File: src/rtl/mips_bp_pkg.sv
// Shared widths, counter constants and helpers for the MIPS branch target buffer.
// The optional MIPS_BP_STATS_EN build adds saturating statistics counters in the top.
package mips_bp_pkg;

  function automatic int idx_width(input int entries);
    return $clog2(entries);
  endfunction

  function automatic int tag_width(input int pc_w, input int entries);
    return pc_w - 2 - $clog2(entries);
  endfunction

  // Saturation ceiling of a ctr_w-bit direction counter.
  function automatic int unsigned ctr_max(input int ctr_w);
    return (32'd1 << ctr_w) - 32'd1;
  endfunction

  // Freshly allocated entries start weakly taken.
  function automatic int unsigned ctr_init(input int ctr_w);
    return 32'd1 << (ctr_w - 1);
  endfunction

  localparam logic [31:0] STAT_MAX = 32'hFFFF_FFFF;

endpackage

File: src/rtl/mips_bp_sat_ctr.sv
// Next-state logic of a CTR_W-bit up/down counter that saturates at 0 and at all-ones.
module mips_bp_sat_ctr
  import mips_bp_pkg::*;
#(
  parameter int CTR_W = 2
) (
  input  logic [CTR_W-1:0] ctr,
  input  logic             inc,
  output logic [CTR_W-1:0] ctr_next
);

  localparam logic [CTR_W-1:0] CTR_MAX = CTR_W'(ctr_max(CTR_W));

  always_comb begin
    ctr_next = ctr;
    if (inc) begin
      if (ctr != CTR_MAX) ctr_next = ctr + 1'b1;
    end else if (ctr != '0) begin
      ctr_next = ctr - 1'b1;
    end
  end

endmodule

File: src/rtl/mips_branch_predictor.sv
// Direct-mapped BTB with 2-bit style direction counters: IF-stage lookup, MEM-stage update.
// Define MIPS_BP_STATS_EN to build the resolved-branch / mispredict statistics counters.
module mips_branch_predictor
  import mips_bp_pkg::*;
#(
  parameter int ENTRIES = 16,
  parameter int PC_W    = 32,
  parameter int CTR_W   = 2
) (
  input  logic            clk,
  input  logic            rst,
  input  logic            bp_clear,
  input  logic [PC_W-1:0] lk_pc,
  output logic            lk_taken,
  output logic [PC_W-1:0] lk_next_pc,
  input  logic            upd_valid,
  input  logic [PC_W-1:0] upd_pc,
  input  logic            upd_taken,
  input  logic [PC_W-1:0] upd_target,
  input  logic            upd_pred_taken,
  input  logic [PC_W-1:0] upd_pred_target,
  output logic            mispredict,
  output logic [PC_W-1:0] redirect_pc,
  output logic [31:0]     stat_updates,
  output logic [31:0]     stat_mispredicts
);

  localparam int IDX_W = idx_width(ENTRIES);
  localparam int TAG_W = tag_width(PC_W, ENTRIES);
  localparam logic [CTR_W-1:0] CTR_INIT = CTR_W'(ctr_init(CTR_W));

  typedef struct packed {
    logic             valid;
    logic [TAG_W-1:0] tag;
    logic [PC_W-1:0]  target;
    logic [CTR_W-1:0] ctr;
  } bp_entry_t;

  // Flop array: needs an asynchronous read port for IF plus a one-cycle bulk clear.
  bp_entry_t table_reg [ENTRIES];

  // ---------------- lookup (reads pre-update state) ----------------
  logic [IDX_W-1:0] lk_idx;
  logic [TAG_W-1:0] lk_tag;
  bp_entry_t        lk_entry;
  logic             lk_hit;

  assign lk_idx     = lk_pc[IDX_W+1:2];
  assign lk_tag     = lk_pc[PC_W-1:IDX_W+2];
  assign lk_entry   = table_reg[lk_idx];
  assign lk_hit     = lk_entry.valid && (lk_entry.tag == lk_tag);
  assign lk_taken   = lk_hit && lk_entry.ctr[CTR_W-1];
  assign lk_next_pc = lk_taken ? lk_entry.target : lk_pc + PC_W'(4);

  // ---------------- resolution / redirect ----------------
  assign mispredict  = upd_valid &&
                       ((upd_taken != upd_pred_taken) ||
                        (upd_taken && (upd_target != upd_pred_target)));
  assign redirect_pc = (upd_valid && upd_taken) ? upd_target : upd_pc + PC_W'(4);

  // ---------------- update path ----------------
  logic [IDX_W-1:0] upd_idx;
  logic [TAG_W-1:0] upd_tag;
  bp_entry_t        upd_entry;
  logic             upd_hit;
  logic [CTR_W-1:0] ctr_next;
  bp_entry_t        upd_wr_entry;
  logic             upd_wr_en;

  assign upd_idx   = upd_pc[IDX_W+1:2];
  assign upd_tag   = upd_pc[PC_W-1:IDX_W+2];
  assign upd_entry = table_reg[upd_idx];
  assign upd_hit   = upd_entry.valid && (upd_entry.tag == upd_tag);

  mips_bp_sat_ctr #(
    .CTR_W (CTR_W)
  ) u_sat_ctr (
    .ctr      (upd_entry.ctr),
    .inc      (upd_taken),
    .ctr_next (ctr_next)
  );

  always_comb begin
    upd_wr_entry = upd_entry;
    upd_wr_en    = 1'b0;
    if (upd_valid) begin
      if (upd_hit) begin
        upd_wr_en        = 1'b1;
        upd_wr_entry.ctr = ctr_next;
        if (upd_taken) upd_wr_entry.target = upd_target;
      end else if (upd_taken) begin
        // Taken miss replaces whatever aliased into this slot.
        upd_wr_en           = 1'b1;
        upd_wr_entry.valid  = 1'b1;
        upd_wr_entry.tag    = upd_tag;
        upd_wr_entry.target = upd_target;
        upd_wr_entry.ctr    = CTR_INIT;
      end
    end
  end

  always_ff @(posedge clk) begin
    if (rst) begin
      for (int i = 0; i < ENTRIES; i++) table_reg[i] <= '0;
    end else if (bp_clear) begin
      for (int i = 0; i < ENTRIES; i++) table_reg[i].valid <= 1'b0;
    end else if (upd_wr_en) begin
      table_reg[upd_idx] <= upd_wr_entry;
    end
  end

  // ---------------- statistics ----------------
`ifdef MIPS_BP_STATS_EN
  logic [31:0] stat_updates_reg;
  logic [31:0] stat_mispredicts_reg;

  // Counts survive bp_clear; only rst zeroes them.
  always_ff @(posedge clk) begin
    if (rst) begin
      stat_updates_reg     <= '0;
      stat_mispredicts_reg <= '0;
    end else begin
      if (upd_valid && (stat_updates_reg != STAT_MAX))
        stat_updates_reg <= stat_updates_reg + 32'd1;
      if (mispredict && (stat_mispredicts_reg != STAT_MAX))
        stat_mispredicts_reg <= stat_mispredicts_reg + 32'd1;
    end
  end

  assign stat_updates     = stat_updates_reg;
  assign stat_mispredicts = stat_mispredicts_reg;
`else
  assign stat_updates     = 32'h0;
  assign stat_mispredicts = 32'h0;
`endif

endmodule

File: config.mk
export PLATFORM = sky130hd
export DESIGN_NAME = mips_branch_predictor
export DESIGN_NICKNAME = d
export VERILOG_FILES = /design/src/rtl/mips_bp_pkg.sv /design/src/rtl/mips_bp_sat_ctr.sv /design/src/rtl/mips_branch_predictor.sv
export SDC_FILE = /design/constraint.sdc
export NUM_CORES = 2
export LEC_CHECK = 0
export BUFFER_PORTS_ARGS = -buffer_cell sky130_fd_sc_hd__buf_4
export CAP_MARGIN = 20
export CORE_MARGIN = 10
export CORE_UTILIZATION = 64
export CTS_CLUSTER_SIZE = 8
export DETAILED_ROUTE_END_ITERATION = 7
export HOLD_SLACK_MARGIN = 0.03
export PLACE_DENSITY = 0.83
export SYNTH_ARGS = -nofsm -noshare
export SYNTH_HDL_FRONTEND = slang
export SYNTH_HIERARCHICAL = 1
export SYNTH_SLANG_ARGS = --single-unit
export TNS_END_PERCENT = 30
File: constraint.sdc
create_clock -name clk -period 8 [get_ports clk]
set_input_delay 0.8 -clock clk [delete_from_list [all_inputs] [get_ports clk]]
set_output_delay 0.8 -clock clk [all_outputs]
set_load 0.005 [all_outputs]
Word-level counts from Yosys, hierarchy flattened
Memories as Yosys holds them, arrays and structs flattened. Index checks and enable logic that the tools add are counted.

Memories: 1. Word-level logic and storage cells: 76. Output and inout bits: 130. Register bits: 0. RAM bits: 976. Input port bits: 134.

Eq/ne operators: 5. Reductions and logical operators: 9. Add/subtract/negate cells: 4. Muxes and demuxes: 41. Bitwise operators: 16.

Memories: table_reg (words 16, width 61, read ports 2, clocked after memory_dff 0, wr ports 16, RTL line mips_branch_predictor.sv:40) `bp_entry_t table_reg [ENTRIES];`.

Operator list (count): $mux W61 (3); $mux W32 (3); $add A32 B3 Y32 const B (2); $reduce_or A61 Y1 (1); $eq A26 B26 Y1 (2); $mux W34 (1); $ne A32 B32 Y1 (1); $mux W1 (28); $mux W27 (1); $or A1 B1 Y1 (16); $mux W2 (4); $logic_and A1 B1 Y1 (6); $mux W4 (1); $add A2 B1 Y2 const B (1); $ne A2 B2 Y1 const B (1); $reduce_bool A2 Y1 (1); $sub A2 B1 Y2 const B (1); $logic_or A1 B1 Y1 (1); $ne A1 B1 Y1 (1).

Logic depth before layout (Yosys ltp)
An unclocked memory read counts as a cell.

Word-level depth: 11. Mapped depth: 17. Depth with buffers taken out: 9.

Hierarchy
The synthesis kept the hierarchy.

By module, submodules not included: mips_branch_predictor (times used 1, area each 53900.4 um^2, sequential area each 29308.1 um^2, cells an instance 3812); mips_bp_sat_ctr (times used 1, area each 26.3 um^2, sequential area each 0.0 um^2, cells an instance 3).

Worst setup path after synthesis
No wires, ideal clock.

Kind: input to register. Start: in upd_pc[2]. End: mem table_reg[2][0] (netlist name), enable pin. Setup time: 0.428 ns. Stages: 14. Arrival time: 5.049 ns. Path slack: 2.523 ns. Data required time: 7.572 ns. Buffers on the path: 5. Path through: buf_6 buf_6 buf_6 buf_4 mux4_2 a22oi_1 nand2_1 xor2_1 a2111oi_2 o2111ai_1 o31ai_4 buf_6 nand3_2 nand2b_1.

RTL lines: start, declared (RTL line mips_branch_predictor.sv:17) `input logic [PC_W-1:0] upd_pc,`; end, declared (RTL line mips_branch_predictor.sv:40).

Worst setup path after layout
Start: in lk_pc[2]. End: out lk_next_pc[19].

Cells in the longest elaborated chain, start to end: 5. Elaborated cells between the ends (all ways): 6. Those cells by class: add/sub: 1; eq/ne: 1; mux: 1; reduce/logical: 2; memory: 1.

RTL lines: start, declared (RTL line mips_branch_predictor.sv:13) `input logic [PC_W-1:0] lk_pc,`; $mem_v2 Z16 W61; $eq A26 B26 Y1 (RTL line mips_branch_predictor.sv:51) `assign lk_hit = lk_entry.valid && (lk_entry.tag == lk_tag);`; $logic_and A1 B1 Y1 (RTL line mips_branch_predictor.sv:51); $logic_and A1 B1 Y1 (RTL line mips_branch_predictor.sv:52) `assign lk_taken = lk_hit && lk_entry.ctr[CTR_W-1];`; $mux W32 * (RTL line mips_branch_predictor.sv:53) `assign lk_next_pc = lk_taken ? lk_entry.target : lk_pc + PC_W'(4);`; end, declared (RTL line mips_branch_predictor.sv:15) `output logic [PC_W-1:0] lk_next_pc,`.

Every way passes the cells marked *; elsewhere a longest branch is shown, timed or not.

==> out/metrics.yaml <==
outcome:
  status: "finished, violations left"
  failed_checks: "design-rule violations"
routing:
  wirelength_um: 194000
  dr.pass1.iters: 8
  drc_errors: 1
  drt-initial-drc-count: 7804
  antenna_left: 0
  vias: 39600
  viasPerCell: 7.86
  wl_per_cell_um: 38.5
final_layout:
  largest_reg_flops: 976
  mostFrequentLayoutCell: "nor2_1"
  nets: 4071
  synthToLayoutAreaGrowth_pct: 11.8
  fin_cells: 5034
  postLayoutCellArea_um2: 60300
  final_cell_mix: "nor2_1 (996), edfxtp_1 (976), mux4_2 (540)"
  drive_gt1_share_pct: 28.6
timing:
  relSlewSlack_pct: 15.0
  period_minus_slack_ns: 6.42
  clock_skew_ns: 0.0341
  tns_ns: 0
  slew_violations: 0
  rsz0062_at_grt: "no"
  finalSetupViolations: 0
  worstMarginPinSlew_ns: 1.27
  fin_crit_sh_pct: 80.3
  final_hold_viol_count: 0
  fmaxAchievable_ghz: 0.156
clock_network:
  cts_tree: "done"
  numCtsBuffers: 140
  clock_latency_ns: 0.76
  post-cts-setup-buffers: 0
  clockBufferDepth: 3
  cts_max_level: 4
  hold_buffers: 0
  cts_sinks: 976
  ctsResizeCount: 0
  clkTransAtPathRegs_ns: 0.05
  root_buffer: "clkbuf_16"
floorplanning:
  die_area_um2: 96300
  die_h_um: 310
  initial_core_util_pct: 64.5
  io_pins: 264
  core-area_um2: 83600
  die_x_um: 310
  rows: 106
synthesis:
  synthArstFlopShare_pct: 0
  avgSynthCellArea_um2: 14.1
  synthSimpleGateAreaFrac_pct: 10.3
  synth_warnings: 6
  seq_area_frac_synth_pct: 54.3
  synth-xor-area-share_pct: 2.16
  ys_ff_latch: 976
  synth_edf_count: 976
  synth-compound-area-share_pct: 2.91
  synthCells: 3815
  synthAdderAreaFrac_pct: 0.158
  synthMuxAreaShare_pct: 26.0
  syn_area_um2: 53900
  synth_cell_types: 82
  synth_top_family_by_area: "multiplexers"
  synth_ff_type: "edfxtp_1"
worst_setup_path:
  path_max_fanout: 72
  arrival_ns: 5.62
  worstPathRequired_ns: 7.20
  path_cells: "buf_8 > buf_4 > mux4_2 > mux4_2 > xnor2_1 > nand4_1 > or3_1 > nor4_2 > buf_4 > nand2_1 > o21ai_1 > buf_4"
  critical_path_class: "primary input to output port"
  cp_slowest_cell: "mux4_2"
  endpoint_kind: "output port"
  crit_path_max_incr_delay_ns: 0.69
  crit_path_start_kind: "primary input"
  path_common_cell: "buf_4"
grt:
  grt_max_degree: 123
  grt_overflow: 0
  grt_antenna_before_repair: 19
  gr-usage-all-layers_pct: 40.6
  grt_pass1_wl_um: 277000
  grt_pass1_vias: 40000
pwr:
  p_clk_share_pct: 41.2
  ir_drop_v: 0.000250
  p_total_mw: 13.2
  intPower_mw: 9.68
  pwr-share-seq_pct: 45.0
  pwr-share-comb_pct: 13.8
  p_leak_nw: 21.2
  power_density_nw_per_um2: 219
  p_sw_share_pct: 26.6
  power.switching_mw: 3.50
placed_design:
  dpl_cell_area_um2: 56200
  dp.cells: 4845
  port_buffers: 199
  gp_congestion: 1.01
  dpl.hpwl_um: 112000
flow_run:
  cap_viol_max_count: 0
worst_hold_path:
  hold_class: "primary input to flip-flop"
==> per-layer routing <==
metal	GRT usage, %	share of wire, %
met5	0	0.099
met4	28.2	8.6
met3	20.6	20
met2	58.2	43
met1	47.3	28
==> worst max-delay path, delay by kind of cell <==
| kind | cells | cell delay (ns) |
|---|---|---|
| xor+xnor | 1 | 0.25 |
| compound gates | 1 | 0.18 |
| mux | 2 | 1.26 |
| simple gates | 4 | 1.22 |
| buf+inv | 4 | 1.73 |
==> power groups by stage <==
stage          Combinational (mW)  Clock, mW  Sequential (mW)
2_1_floorplan                1.12          0             5.97
3_5_place_dp                 1.70          0             6.00
5_1_grt                      1.85       5.58             5.94
3_3_place_gp                 1.67          0             5.98
6_report                     1.82       5.43             5.93
4_1_cts                      1.72       5.37             5.92
==> stage by stage <==
stage / util (%) / setup slack, ns / hold slack (ns)
2_1_floorplan: - / 2.52 / 0.980
6_report: 72.1 / 1.58 / 0.562
3_5_place_dp: 67.2 / 1.45 / 1.10
4_1_cts: 71.8 / 1.65 / 0.582
3_3_place_gp: 67.1 / 1.29 / 1.06
5_1_grt: 72.1 / 1.40 / 0.610
==> cell usage after synthesis, drive strengths merged, types with 12 or more instances <==
cell      n  area [µm²]
o21ai    86         430
mux2     30         338
edfxtp  976       29300
a21boi   30         225
buf     252        1530
nand2   149         559
mux2i   125        1500
nand2b   25         156
nand4    20         125
and2     14        87.6
a22oi    29         228
xor2     63         552
mux4    540       12200
clkbuf  166         623
xnor2    70         613
nand3    47         338
nor3     13        65.1
nor2b    12        75.1
inv      28         105
a21oi    14        70.1
nor2    996        3740
==> cell type report <==
| type | count | area [µm²] |
|---|---|---|
| diodes | 7 | 17.5 |
| clock buffers | 142 | 3550 |
| clock inverters | 15 | 279 |
| fillers | 4855 | 23300 |
| inverters | 29 | 109 |
| multi-input cells | 2455 | 22800 |
| flip-flops and latches | 976 | 29300 |
| well taps | 1080 | 1350 |
| repair buffers | 330 | 2830 |
==> cell families (layout without fill, tap and decap cells) <==
| kind of cell | count (synthesis) | in the layout |
|---|---|---|
| xor+xnor | 133 | 133 |
| compound gates | 229 | 229 |
| mux | 695 | 695 |
| buf+inv | 447 | 516 |
| simple gates | 1327 | 1327 |
| other cells | 1 | 71 |
| fa+ha+maj | 7 | 7 |
| flops | 976 | 976 |
==> final timing paths <==
path,start,to,slack (ns),cells past startpoint
worst max-delay path,lk_pc[2],lk_next_pc[19],1.58,12
worst min-delay path,upd_target[14],table_reg[10][16],0.56,4
worst min register to register,table_reg[8][20],table_reg[6][20],1.06,4
worst max register to register,table_reg[15][54],table_reg[9][35],2.59,10
No activity file was read; power rests on OpenSTA's default activity.
